File: src/rtl/prog_clock_divider.sv
// prog_clock_divider: programmable clock divider with ready/valid ratio update applied on period boundaries
module prog_clock_divider #(
  parameter int WIDTH = 8,
  parameter int RESET_DIV = 4
) (
  input  logic             clock,
  input  logic             reset,
  input  logic             io_en,
  input  logic             io_div_valid,
  input  logic [WIDTH-1:0] io_div_bits,
  output logic             io_div_ready,
  output logic             io_clock_out,
  output logic             io_tick,
  output logic             io_active
);
  typedef enum logic {IDLE, RUN} state_t;
  localparam logic [WIDTH-1:0] one = WIDTH'(1);
  localparam logic [WIDTH-1:0] two = WIDTH'(2);
  state_t state, state_nx;
  logic [WIDTH-1:0] n, n_nx, cnt, cnt_nx, pend, pend_nx, sat;
  logic [WIDTH:0] half, cnt_inc;
  logic pend_vld, pend_vld_nx, out_nx, tick_nx, xfer, boundary;
  assign io_div_ready = !pend_vld;
  assign io_active = state == RUN;
  assign xfer = io_div_valid && !pend_vld;
  assign sat = io_div_bits < two ? two : io_div_bits;
  // high phase length is computed one bit wider so N = 2^WIDTH-1 cannot wrap
  assign half = ({1'b0, n} + {{WIDTH{1'b0}}, 1'b1}) >> 1;
  assign cnt_inc = {1'b0, cnt} + {{WIDTH{1'b0}}, 1'b1};
  assign boundary = state == RUN && cnt == n - one;
  always_comb begin
    state_nx = state;
    n_nx = n;
    cnt_nx = cnt;
    pend_nx = pend;
    pend_vld_nx = pend_vld;
    out_nx = 1'b0;
    tick_nx = 1'b0;
    if (state == IDLE) begin
      n_nx = xfer ? sat : n;
      cnt_nx = '0;
      state_nx = io_en ? RUN : IDLE;
      out_nx = io_en;
      tick_nx = io_en;
    end else if (boundary) begin
      n_nx = pend_vld ? pend : xfer ? sat : n;
      pend_vld_nx = 1'b0;
      cnt_nx = '0;
      state_nx = io_en ? RUN : IDLE;
      out_nx = io_en;
      tick_nx = io_en;
    end else begin
      cnt_nx = cnt_inc[WIDTH-1:0];
      out_nx = cnt_inc < half;
      pend_nx = xfer ? sat : pend;
      pend_vld_nx = pend_vld || xfer;
    end
  end
  always_ff @(posedge clock) begin
    if (reset) begin
      state <= IDLE;
      n <= WIDTH'(RESET_DIV);
      cnt <= '0;
      pend <= '0;
      pend_vld <= 1'b0;
      io_clock_out <= 1'b0;
      io_tick <= 1'b0;
    end else begin
      state <= state_nx;
      n <= n_nx;
      cnt <= cnt_nx;
      pend <= pend_nx;
      pend_vld <= pend_vld_nx;
      io_clock_out <= out_nx;
      io_tick <= tick_nx;
    end
  end
endmodule

File: config.mk
export PLATFORM = sky130hd
export DESIGN_NAME = prog_clock_divider
export DESIGN_NICKNAME = d
export VERILOG_FILES = /design/src/rtl/prog_clock_divider.sv
export SDC_FILE = /design/constraint.sdc
export NUM_CORES = 1
export LEC_CHECK = 0
export BUFFER_PORTS_ARGS = -buffer_cell sky130_fd_sc_hd__buf_4
export CORE_ASPECT_RATIO = 1.5
export CORE_MARGIN = 5
export CORE_UTILIZATION = 59
export CTS_CLUSTER_DIAMETER = 80
export DETAILED_ROUTE_END_ITERATION = 16
export HOLD_SLACK_MARGIN = 0.05
export PLACE_DENSITY_LB_ADDON = 0.25
export SYNTH_ARGS = -nofsm -noshare
export SYNTH_HDL_FRONTEND = slang
export SYNTH_SLANG_ARGS = --single-unit
File: constraint.sdc
create_clock -name clock -period 3.2 [get_ports clock]
set_input_delay 0.64 -clock clock [delete_from_list [all_inputs] [get_ports clock]]
set_output_delay 0.64 -clock clock [all_outputs]
set_load 0.1 [all_outputs]
==> qor.csv, run 1 <==
metric,value,unit
status,"finished, final reports clean",
power share of the sequential group,0.438,
initial antenna violation count,0,
Pleak,0.783,nW
Logic pwr share,0.257,
post-CTS sizing,0,
worst hold path class,reg2reg,
Filler cells,296,
drt total wl,4080,um
Rel. slew slack,0.562,
Final GP Congestion,0.809,
CP max FO,17,
layout cell share with drive strength beyond 1,0.129,
dominant register cell in the synthesized netlist,dfxtp_1,
Die Wd,56.6,um
Internal,633,uW
Max-Cap Viols,0,
Post-CTS Hold Fix Bufs,0,
first-pass GRT wire length,7050,um
Area growth syn-to-layout,7.03,%
routed vias/inst,5.92,
worst skew pair latency,0.28,ns
# port buffers,15,
Syn Inst Count,232,
number of remaining DRC errors,0,
Worst Setup End Kind,flop,
syn nets,254,
Util after Layout,0.651,
required time of the critical path,3.40,ns
sw frac,0.322,
f_max,0.385,GHz
Core Rows,25,
Boundary Pins,16,
antenna cells,0,
actual slew at the worst max-slew pin,0.654,ns
largest net degree at the start of global routing,38,
fin nets,256,
Core Area,3160,um^2
placed cell count,269,
Net Sw Power,301,uW
Detailed Place HPWL,3000,um
WHS,0.483,ns
"Async S/R FF share, synth",0,
WL/cell,14.9,um
grt total ovfl,0,
post-synthesis instance area,1920,um^2
TritonCTS clock tree,built,
clock sink count,28,
clock share of power,0.304,
Initial DRC Count,54,
H-tree Lvls,1,
Final Non-Filler Cells,273,
Setup TNS,0,ns
Root Driver,clkbuf_8,
"Setup violations, final",0,
Reg2Reg Depth,8,
number of synthesized flops with an enable pin,0,
"Reg clk slew, reported paths",0.10,ns
setup bufs post-CTS,0,
CTS buffer count,3,
fin crit period,2.59,ns
RSZ-0062 raised after global routing,no,
Max VDD drop,436,uV
#FFs+latches synth,28,
Syn. warnings,0,
Syn Area/Cell,8.28,um^2
Die H,79.9,um
Fin. Hold Viols,0,
initial core utilization,0.608,
Final Max Tran Viols,0,
Pwr Total,934,uW
CTS Buffer Depth,2,
GRT Util Overall,0.193,
CP arrival,2.79,ns
post-placement cell area,1990,um^2
DRT Pass-1 Iters,4,
startpoint types,flop,
Power Density,454,nW/um^2
"Seq/Total Area, Yosys",0.292,
final instance area,2060,um^2
fin worst setup slack,0.605,ns
hold path depth,2,
crit path kind,reg2reg,
vias,1617,
remaining antenna violation count after routing,0,
Synth cell types,48,
final worst path period share,0.811,
vias in the first global route,1540,
die area,4520,um^2
skew final,0.00705,ns
Setup WS pre-CTS,0.633,ns
synth_stat cells, types with 5 or more instances:
cell       n  area share
nand3_1   14       0.036
nand2_1   13       0.025
xor2_1     9       0.041
nor3b_1    7       0.027
nor3_1     5       0.013
mux2i_1    7       0.036
nand2b_1   7       0.023
nor2_1    19       0.037
inv_1      7       0.014
o21ai_0   14       0.036
clkbuf_1  10       0.020
a21oi_1   11       0.029
a211oi_1  12       0.047
ha_1      10       0.065
xnor2_1   12       0.055
dfxtp_1   28        0.29
worst max-delay path, stage by stage (launching register included):
cell and delay (ns):
dfxtp_1 0.50, inv_1 0.12, ha_1 0.32, o21bai_1 0.20
a211oi_1 0.29, o21bai_2 0.13, a211oi_4 0.60, nor2_1 0.14
a211oi_1 0.22
power by group through the flow:
stage	clock, mW	combinational, mW	sequential [mW]
after global routing	0.310	0.266	0.415
after floorplan	0	0.195	0.418
final	0.285	0.240	0.409
after detailed placement	0	0.240	0.417
after CTS	0.289	0.242	0.409
after global placement	0	0.237	0.416
kinds of logic (layout without fill, tap and decap cells):
family          Yosys count  in the layout  synth area share
buf+inv                  26             27            0.0690
compound gates           63             63             0.228
simple gates             77             77             0.214
mux                       7              7            0.0365
xor+xnor                 21             21            0.0957
flops                    28             28             0.292
fa+ha+maj                10             10            0.0651
routing by layer:
metal / vias up / wire [um] / global-route usage / part of all wire
li1: 826 / - / - / -
met1: 755 / 1780 / 0.233 / 0.44
met2: 29 / 2130 / 0.350 / 0.52
met3: 7 / 99 / 0.0210 / 0.024
met4: 0 / 66 / 0.0641 / 0.016
met5: - / 0 / 0 / 0
layout make-up:
type	count	area, um^2	share of cell area
Multi-Input combinational cell	178	1230	0.597
Sequential cell	28	561	0.273
Timing Repair Buffer	16	120	0.0584
Tap cell	40	50.0	0.0243
Clock buffer	3	41.3	0.0201
Clock inverter	1	30.0	0.0146
Inverter	7	26.3	0.0128
state kept, by name, indices dropped and copies added (netlist names):
register	flops
n	8
pend_vld	1
io_tick	1
cnt	8
pend	8
io_active	1
io_clock_out	1
layout by cell type (no fill, tap or decap), types with 3 or more instances in the layout:
| cell | count |
|---|---|
| o21ai_0 | 14 |
| a21oi_1 | 11 |
| nor3b_1 | 7 |
| ha_1 | 10 |
| nor2_1 | 19 |
| a211oi_1 | 12 |
| nand2_1 | 13 |
| clkbuf_8 | 3 |
| dfxtp_1 | 28 |
| a21oi_2 | 3 |
| xor2_1 | 9 |
| mux2i_1 | 7 |
| o21ai_1 | 4 |
| nor3_1 | 5 |
| nand2b_1 | 7 |
| xnor2_1 | 12 |
| nand3_1 | 14 |
| buf_4 | 16 |
| inv_1 | 7 |
final timing paths:
path / endpoint / slack [ns] / start
max reg2reg: pend[1]$_SDFFE_PP0P_ / 0.61 / n[0]$_SDFFE_PP0P_
max: pend[1]$_SDFFE_PP0P_ / 0.61 / n[0]$_SDFFE_PP0P_
min: pend[5]$_SDFFE_PP0P_ / 0.48 / pend[5]$_SDFFE_PP0P_
min reg2reg: pend[5]$_SDFFE_PP0P_ / 0.48 / pend[5]$_SDFFE_PP0P_
Power figures use the tool's default switching activity.
==> inputs of run 2 (changes only) <==
Settings changed: CORE_UTILIZATION 59 to 54.
Clock period 3.2 ns to 2.15 ns, I/O delays scaled along.
==> run 2 against run 1 <==
Flip-flop and latch count did not move; global-route usage rose by 0.23 points; critical path type unchanged; largest cell class unchanged; utilization rose by 2.5 points; clock-buffer cell count did not move; routed wire length rose by 14%; design area rose by 12%; combinational power rose by 98%; first-iteration DRC count fell by 20%; register-to-register slack got worse by 0.52 ns; non-clock buffer count rose by 24; clock skew fell by 0.0045 ns; cell count rose by 9.5%.
==> qor.csv, run 2 (synthesis results as in run 1) <==
metric,value,unit
fin crit period,2.07,ns
initial core utilization,0.563,
most frequent cells in the layout,"buf_4, dfxtp_1, nor2_1",
actual slew at the worst max-slew pin,0.387,ns
Boundary Pins,16,
RSZ-0062 raised after global routing,yes,
Critical Path End,n[1]$_SDFFE_PP0P_,
# port buffers,15,
WL/cell,15.5,um
CP arrival,2.22,ns
required time of the critical path,2.30,ns
CP max FO,8,
Die H,83.1,um
"Slowest-stage cell, CP",dfxtp_4,
Final GP Congestion,0.868,
drt total wl,4640,um
skew final,0.00256,ns
DRT Pass-1 Iters,4,
layout cell share with drive strength beyond 1,0.276,
Worst Setup End Kind,flop,
reg2reg setup slack,0.08,ns
Fin. Hold Viols,0,
Pleak,0.932,nW
antenna cells,0,
"most common cell after layout, fill and taps aside",buf_4,
GRT met2 Usage,0.358,
CTS Buffer Depth,2,
final worst path period share,0.962,
RR Endpoint,n[1]$_SDFFE_PP0P_,
grt met3 use,0.0233,
fin nets,280,
Root Driver,clkbuf_8,
routed vias/inst,5.84,
"Reg clk slew, reported paths",0.10,ns
Initial DRC Count,43,
startpoint types,flop,
Pwr Total,1.49,mW
largest net degree at the start of global routing,38,
grt total ovfl,0,
met1 GRT Util,0.226,
vias in the first global route,1763,
remaining antenna violation count after routing,0,
Core Rows,26,
Final Max Tran Viols,0,
CP Cell Sequence,inv_2 -> ha_4 -> o21bai_1 -> a211oi_2 -> o21bai_2 -> a211oi_4 -> buf_4 -> o221ai_1 -> o311ai_0,
first-pass GRT wire length,7760,um
Max-Cap Viols,0,
CTS buffer count,3,
clock sink count,28,
crit path kind,reg2reg,
status,"finished, final reports clean",
Rel. slew slack,0.742,
f_max,0.484,GHz
Worst path max stage delay,0.39,ns
TritonCTS clock tree,built,
Power Density,645,nW/um^2
H-tree Lvls,1,
Reg2Reg Depth,9,
Util after Layout,0.676,
Top Registers,"cnt (8), n (8), pend (8)",
Max VDD drop,618,uV
reg-to-reg startpoint,n[0]$_SDFFE_PP0P_,
"Setup violations, final",0,
most used routing layer,met2,
number of remaining DRC errors,0,
worst skew pair latency,0.27,ns
GRT Util Overall,0.195,
Detailed Place HPWL,3420,um
worst hold path class,in2reg,
initial antenna violation count,0,
Core Area,3420,um^2
vias,1746,
Critical path origin,n[0]$_SDFFE_PP0P_,
Die Wd,58.7,um
WHS,0.378,ns
die area,4880,um^2
Area growth syn-to-layout,20.1,%
run 2: cell types whose count changed in the layout (fill, tap and decap cells not counted), sizes merged:
cell  delta
buf     +24
run 2: how the worst min path moves through the flow:
stage	from	end	cells past startpoint
final	io_en	io_active$_SDFF_PP0_	3
after global routing	io_en	io_active$_SDFF_PP0_	3
after CTS	io_en	io_active$_SDFF_PP0_	3
after detailed placement	pend[0]$_SDFFE_PP0P_	pend[0]$_SDFFE_PP0P_	2
after global placement	pend[0]$_SDFFE_PP0P_	pend[0]$_SDFFE_PP0P_	2
after floorplan	pend[0]$_SDFFE_PP0P_	pend[0]$_SDFFE_PP0P_	2
run 2: power breakdown:
group,switching [mW],internal (mW)
sequential,0.0404,0.555
combinational,0.271,0.204
clock,0.170,0.249
run 2: cell type report:
class                           count  area [um^2]
Multi-Input combinational cell    178         1280
Clock buffer                        3         41.3
Fill cell                         303         1110
Inverter                            7         26.3
Timing Repair Buffer               40          304
Tap cell                           42         52.6
Clock inverter                      1         30.0
Sequential cell                    28          573
run 2: timing repair:
action                                  CTS  global route
hold buffers                              0             0
buffers inserted                          1             5
endpoints found under the setup margin    9            14
pin swaps                                 1             4
gates resized for setup                   4            14
run 2: critical path, delay by kind of cell (launching register included):
family          cells  cell delay (ns)
compound gates      6             1.10
fa+ha+maj           1             0.20
buf+inv             2             0.26
flops               1             0.39
run 2: per-layer routing:
layer,routed length (um),vias to the layer above
met1,1910,837
met3,74,6
met5,0,-
met4,54,0
met2,2600,28
li1,-,875
run 2: stage by stage:
stage          worst slack [ns]  setup TNS [ns]  area (um^2)  instances
6_report                 0.0824               0         2310        299
4_1_cts                  0.0251               0         2240        294
5_1_grt                 -0.0282         -0.0563         2310        299
3_5_place_dp            -0.0606         -0.0971         2140        289
2_1_floorplan           0.00708               0         1960        232
3_3_place_gp             0.0539               0         2140        289
==> inputs of run 3 (changes only) <==
Settings changed: CELL_PAD_IN_SITES_DETAIL_PLACEMENT set to 1, CELL_PAD_IN_SITES_GLOBAL_PLACEMENT set to 2, CORE_UTILIZATION 54 to 32, PLACE_DENSITY_LB_ADDON 0.25 to 0.2.
==> run 3 against run 2 <==
Cell count rose by 9.7%; critical endpoint is now pend[0]$_SDFFE_PP0P_; global-route usage is 4.8 points lower; clock-buffer cell count unchanged; non-clock buffer count decreased by 1; largest power group unchanged; die area rose by 58%; power is 1.4% higher; clock power increased by 3%; first-iteration DRC count decreased by 30%; design area is 3.0% higher.
==> qor.csv, run 3 (synthesis results as in run 1) <==
metric,value,unit
status,"finished, final reports clean",
CP arrival,2.27,ns
number of remaining DRC errors,0,
min-delay src,io_en,
Pleak,0.928,nW
most frequent cells in the layout,"buf_4, dfxtp_1, nor2_1",
Pwr Total,1.51,mW
Power Density,636,nW/um^2
RSZ-0062 raised after global routing,yes,
Root Driver,clkbuf_8,
Max-Cap Viols,0,
layout cell share with drive strength beyond 1,0.281,
TritonCTS clock tree,built,
worst skew pair latency,0.28,ns
remaining antenna violation count after routing,0,
worst hold path class,in2reg,
hold path depth,3,
"Setup violations, final",0,
Max VDD drop,302,uV
vias,1711,
Area growth syn-to-layout,23.7,%
Fin. Hold Viols,0,
required time of the critical path,2.37,ns
Post-CTS Hold Fix Bufs,0,
GRT Util Overall,0.147,
routed vias/inst,5.22,
clock sink count,28,
# port buffers,15,
Core Area,5830,um^2
Die H,105,um
die area,7690,um^2
Final Max Tran Viols,0,
largest net degree at the start of global routing,38,
actual slew at the worst max-slew pin,0.400,ns
Worst Setup End Kind,flop,
sequential cell area,572,um^2
WL/cell,16.1,um
area occupied by multi-input gates,1290,um^2
CTS Buffer Depth,2,
CTS buffer count,3,
reg2reg setup slack,0.11,ns
Top Registers,"cnt (8), n (8), pend (8)",
vias in the first global route,1835,
crit path kind,reg2reg,
Util after Layout,0.408,
drt total wl,5280,um
Boundary Pins,16,
"Reg clk slew, reported paths",0.10,ns
reg-to-reg startpoint,n[4]$_SDFFE_PP0P_,
antenna cells,0,
initial antenna violation count,0,
initial core utilization,0.330,
first-pass GRT wire length,8870,um
skew final,0.00326,ns
startpoint types,flop,
fin crit period,2.04,ns
Detailed Place HPWL,4210,um
f_max,0.489,GHz
final worst path period share,0.950,
CP max FO,17,
Reg2Reg Depth,8,
Hold EP,io_active$_SDFF_PP0_,
Core Rows,34,
Filler cells,686,
DRT Pass-1 Iters,4,
Die Wd,73.3,um
fin nets,279,
grt total ovfl,0,
"most common cell after layout, fill and taps aside",buf_4,
Rel. slew slack,0.733,
Initial DRC Count,30,
H-tree Lvls,1,
RR Endpoint,pend[0]$_SDFFE_PP0P_,
Final GP Congestion,0.788,
[run 3: repair_timing]
action	4_1_cts	5_1_grt
pin swaps	0	3
setup endpoints to repair	1	26
gates resized for setup	2	16
buffers inserted	0	1
[run 3: area by class of cell]
class | instances | area share
multi-input cells | 178 | 0.542
repair buffers | 39 | 0.139
well taps | 72 | 0.0379
clock inverters | 1 | 0.0126
flip-flops and latches | 28 | 0.241
clock buffers | 3 | 0.0174
inverters | 7 | 0.0111
[run 3: worst max-delay path by stage]
stage                 startpoint                      end  slack [ns]  cells after the start
6_report       n[4]$_SDFFE_PP0P_     pend[0]$_SDFFE_PP0P_        0.11                      8
3_3_place_gp   cnt[2]$_SDFF_PP0_  io_clock_out$_SDFF_PP0_        0.07                      9
3_5_place_dp   cnt[2]$_SDFF_PP0_  io_clock_out$_SDFF_PP0_        0.01                      9
2_1_floorplan  n[0]$_SDFFE_PP0P_        cnt[2]$_SDFF_PP0_       0.007                     12
4_1_cts        cnt[1]$_SDFF_PP0_  io_clock_out$_SDFF_PP0_       0.002                     10
5_1_grt        cnt[0]$_SDFF_PP0_  io_clock_out$_SDFF_PP0_       -0.01                     10
[run 3: worst max-delay path, stage by stage (launching register included)]
cell and delay, ns:
dfxtp_4 0.37, nor4_4 0.35, buf_4 0.18, a21oi_1 0.07, o21bai_2 0.19, a211oi_4 0.10
buf_12 0.16, or4_4 0.51, o21ai_2 0.06
[run 3: through the flow]
step / hold slack [ns] / instance area [um^2] / worst slack (ns) / instances / TNS, ns
after floorplan: 0.450 / 1960 / 0.00708 / 232 / 0
after global placement: 0.467 / 2250 / 0.0655 / 323 / 0
after detailed placement: 0.470 / 2250 / 0.0129 / 323 / 0
after CTS: 0.371 / 2330 / 0.00207 / 327 / 0
after global routing: 0.389 / 2380 / -0.0105 / 328 / -0.0229
final: 0.374 / 2380 / 0.106 / 328 / 0
[run 3: power by group]
group | leakage, nW | switching (mW) | internal (mW)
registers | 0.231 | 0.0270 | 0.553
logic | 0.661 | 0.285 | 0.216
clock network | 0.0357 | 0.181 | 0.250
total | 0.928 | 0.493 | 1.02
[run 3: metal layers]
| layer | vias up | wire length (um) | track usage |
|---|---|---|---|
| met5 | - | 0 | 0 |
| met3 | 2 | 67 | 0.0173 |
| li1 | 877 | - | - |
| met4 | 0 | 29 | 0.0277 |
| met1 | 823 | 2180 | 0.167 |
| met2 | 9 | 3010 | 0.284 |
